## src/rtl/pipelined_adder_with_enable.sv

```systemverilog
// Pipelined add/subtract unit: one CHUNK-bit slice per stage, carry registered
// between stages, global Enable freeze and a valid bit per operation.
module pipelined_adder_with_enable #(
   parameter int WIDTH = 8,
   parameter int CHUNK = 4
) (
   input  logic             clk,
   input  logic             rst,
   input  logic             Enable,
   input  logic             In_valid,
   input  logic             Mode,
   input  logic             Cin0,
   input  logic [WIDTH-1:0] A,
   input  logic [WIDTH-1:0] B,
   output logic [WIDTH-1:0] Sum,
   output logic             Cout,
   output logic             Overflow,
   output logic             Out_valid
);

   localparam int STAGES = WIDTH / CHUNK;

   // Level k registers feed stage k; level 0 holds the conditioned operands.
   logic [WIDTH-1:0]  a_q [STAGES];
   logic [WIDTH-1:0]  b_q [STAGES];
   logic [WIDTH-1:0]  s_q [STAGES];
   logic [STAGES-1:0] c_q;
   logic [STAGES-1:0] v_q;

   logic [WIDTH-1:0]  s_n [STAGES];
   logic [STAGES-1:0] c_n;
   logic [CHUNK:0]    t;
   logic              msb_cin;

   always_comb begin
      t   = '0;
      c_n = '0;
      for (int k = 0; k < STAGES; k++) begin
         t = {1'b0, a_q[k][k*CHUNK +: CHUNK]}
           + {1'b0, b_q[k][k*CHUNK +: CHUNK]}
           + {{CHUNK{1'b0}}, c_q[k]};
         s_n[k] = s_q[k];
         s_n[k][k*CHUNK +: CHUNK] = t[CHUNK-1:0];
         c_n[k] = t[CHUNK];
      end
   end

   // Carry into the MSB recovered from the MSB sum bit and its operands.
   assign msb_cin = a_q[STAGES-1][WIDTH-1]
                  ^ b_q[STAGES-1][WIDTH-1]
                  ^ s_n[STAGES-1][WIDTH-1];

   always_ff @(posedge clk) begin
      if (rst) begin
         for (int k = 0; k < STAGES; k++) begin
            a_q[k] <= '0;
            b_q[k] <= '0;
            s_q[k] <= '0;
         end
         c_q       <= '0;
         v_q       <= '0;
         Sum       <= '0;
         Cout      <= 1'b0;
         Overflow  <= 1'b0;
         Out_valid <= 1'b0;
      end else if (Enable) begin
         v_q[0] <= In_valid;
         a_q[0] <= A;
         b_q[0] <= Mode ? ~B : B;
         c_q[0] <= Mode | Cin0;
         s_q[0] <= '0;
         for (int k = 1; k < STAGES; k++) begin
            v_q[k] <= v_q[k-1];
            a_q[k] <= a_q[k-1];
            b_q[k] <= b_q[k-1];
            s_q[k] <= s_n[k-1];
            c_q[k] <= c_n[k-1];
         end
         Out_valid <= v_q[STAGES-1];
         // Bubbles leave the last valid result on the outputs.
         if (v_q[STAGES-1]) begin
            Sum      <= s_n[STAGES-1];
            Cout     <= c_n[STAGES-1];
            Overflow <= msb_cin ^ c_n[STAGES-1];
         end
      end
   end

endmodule

```

## config.mk

```make
export PLATFORM = sky130hd
export DESIGN_NAME = pipelined_adder_with_enable
export DESIGN_NICKNAME = d
export VERILOG_FILES = /design/src/rtl/pipelined_adder_with_enable.sv
export SDC_FILE = /design/constraint.sdc
export NUM_CORES = 1
export LEC_CHECK = 0
export CAP_MARGIN = 20
export CORE_MARGIN = 3
export CORE_UTILIZATION = 50
export DETAILED_ROUTE_END_ITERATION = 6
export PLACE_DENSITY = 0.74
export SYNTH_ARGS = -nofsm -noshare
export SYNTH_HDL_FRONTEND = slang
export SYNTH_SLANG_ARGS = --single-unit
```

## constraint.sdc

```tcl
create_clock -name clk -period 2.35 [get_ports clk]
set_input_delay 0.47 -clock clk [delete_from_list [all_inputs] [get_ports clk]]
set_output_delay 0.47 -clock clk [all_outputs]
set_load 0.03 [all_outputs]
```

==> impl_metrics.ini <==
[sta]
worstMarginPinSlew_ns = 0.652
final.period_utilization_pct = 78.3
rsz0062_at_grt = false
setup_ws_ns = 0.511
setup_violations = 0
relSlewSlack_pct = 56.5
period_needed_ns = 1.84
hold_ws_ns = 0.463
hold_viol_final = 0
fin_skew_ns = 0.00994
drv_slew = 0
max_freq_mhz = 544
setup_tns_ns = 0

[synth]
syn_area_per_cell_um2 = 11.9
synth_top_cell_by_area = edfxtp_1
netlist.area_leader.share_pct = 43.8
yosysMostFrequentCell = edfxtp_1
synth_flop_cell = edfxtp_1
async_flop_share_pct = 0
synth_cell_type_count = 30
yosys_warnings = 0
seq_area_frac_synth_pct = 59.5
synth_area_leaders = edfxtp_1 (44%), dfxtp_1 (16%), and2_1 (5.9%), fa_1 (4.2%), nor2_1 (4.1%)
synth_nets = 193
syn_inst = 161
synth_edf_count = 28
ys_ff_latch = 43
synth_common_cells = edfxtp_1 (28), nor2_1 (21), and2_1 (18)
syn_area_um2 = 1920

[setup_path]
crit_type = reg -> reg
r2r_end = Overflow
cp-end-kind = flop
worst-r2r-cell-count = 7
path_delay_family = adder cells
crit_chain = fa_1 > inv_1 > fa_1 > nand2b_1 > a21oi_1 > xor2_1 > a211oi_1
reg2reg_from = c_q[1]
cp-start-kind = flop
cp.arrival_ns = 2.04
cp_max_fo = 2
slowest_delay_ns = 0.37
r2r_setup_slack_ns = 0.51
path_buf_inv = 1
crit_required_ns = 2.56
cpMaxStageDelayCell = dfxtp_1
cp_common_cell = fa_1

[placed_design]
place.gp.congestion = 0.785
portBuffers = 32
place_ws_ns = 0.409
hpwl_mm = 2.13
dp.cells = 234

[floorplanning]
num_rows = 21
die_h_um = 68.0
num_io_pins = 33
die_width_um = 68.0
start_util_pct = 54.5
core_region_area_um2 = 3520
dieArea_um2 = 4620

[global_routing]
grt_pass1_wl_mm = 5.00
grt_overflow = 0
grt_usage_pct = 14.9
grt_max_degree = 29
grt_pass1_vias = 1192
antenna_found_initial = 0

[layout]
post-route-util_pct = 67.6
drive_gt1_share_pct = 7.65
final_cells = 242
diodes = 0
syn_to_final_growth_pct = 24.0
final_nets = 227

[detailed_routing]
antenna_left = 0
dr.pass1.iters = 4
wl_mm = 2.96
post_drt_wl_per_cell_um = 12.2
wl_met3_um = 163
vias_per_cell = 4.88
first_iter_violations = 70
wl_met2_mm = 1.47
drc = 0
vias = 1182
m1WireLength_mm = 1.27
top_layer = met4

[clock_network]
cts_setup_buffers = 0
ctsHoldBuffers = 0
cts_max_path_buffers = 2
cts_buffers = 5
worstSkewPairLatency_ns = 0.29
cts_max_level = 2
cts_resized = 0
path_clk_slew_ns = 0.09
cts_sinks = 43
cts_root_buf = clkbuf_8
cts_tree = done

[hold_path]
hold_depth = 2
hold_class = reg -> reg
hold_start = Sum[0]
min_to = Sum[0]

[flow_run]
max-cap-violations = 0

[power_and_ir_drop]
p_per_area_nw_per_um2 = 666
p_leak_nw = 0.903
ir_drop_v = 0.000369

[run_status]
outcome = complete, no violations
[area by class of cell]
cell class / instances / area, µm²
Sequential cell: 43 / 1140
Fill cell: 283 / 1140
Multi-Input combinational cell: 104 / 712
Timing Repair Buffer: 34 / 335
Clock buffer: 6 / 93.8
Tap cell: 46 / 57.6
Inverter: 7 / 26.3
Clock inverter: 2 / 13.8
[flip-flops by register name (all words and copies together) (netlist names)]
| signal | count |
|---|---|
| v_q | 2 |
| Cout | 1 |
| Out_valid | 1 |
| b_q | 12 |
| Sum | 8 |
| c_q | 2 |
| s_q | 4 |
| a_q | 12 |
| Overflow | 1 |
[report_power, final]
part | switching (W) | internal, W | total (W)
combinational | 0.0000881 | 0.0000943 | 0.000182
clock | 0.000255 | 0.000274 | 0.000529
sequential | 0.0000170 | 0.000857 | 0.000874
total | 0.000360 | 0.00122 | 0.00158
[cells by family (layout without fill, tap and decap cells)]
family | Yosys count | in the layout | share of synthesized area (%)
fa+ha+maj | 10 | 10 | 8.08
buf+inv | 14 | 49 | 3.45
mux | 2 | 2 | 1.04
flops | 43 | 43 | 59.5
compound gates | 18 | 18 | 6.32
simple gates | 63 | 63 | 16.6
xor+xnor | 11 | 11 | 5.02
[worst max-delay path by stage]
stage,start,end,slack (ns),cells after the start
6_report,c_q[1],Overflow,0.51,7
5_1_grt,c_q[1],Overflow,0.36,7
4_1_cts,c_q[1],Overflow,0.50,7
3_5_place_dp,rst,s_q[1][2],0.41,4
3_3_place_gp,rst,s_q[1][2],0.43,4
2_1_floorplan,c_q[1],Overflow,0.71,7
[routing by layer]
metal / track usage [%] / up-vias
met5: 0 / -
met4: 8.19 / 0
met3: 3.94 / 5
met2: 26.1 / 32
met1: 16.3 / 542
li1: - / 603
[worst min-delay path, cell delays in order (launching register included)]
cell	delay [ns]
dfxtp_1	0.32
nand2_1	0.05
a21oi_1	0.05
[metrics by stage]
step	cell area (µm²)	power, W
floorplan	1920	0.00101
global placement	2270	0.00107
detailed placement	2270	0.00108
CTS	2380	0.00160
global route	2380	0.00166
finish	2380	0.00158
[cell usage in the layout (no fill, tap or decap), drive strengths merged, types with 3 or more instances in the layout]
master	synthesis	final
clkbuf	1	6
ha	6	6
a21oi	10	10
clkdlybuf4s50	0	32
nor2b	3	3
xnor2	8	8
inv	7	7
nor2	21	21
nand2b	4	4
edfxtp	28	28
a211oi	3	3
xor2	3	3
fa	4	4
nand2	12	12
dfxtp	15	15
and2	18	18
Power figures use the tool's default switching activity.
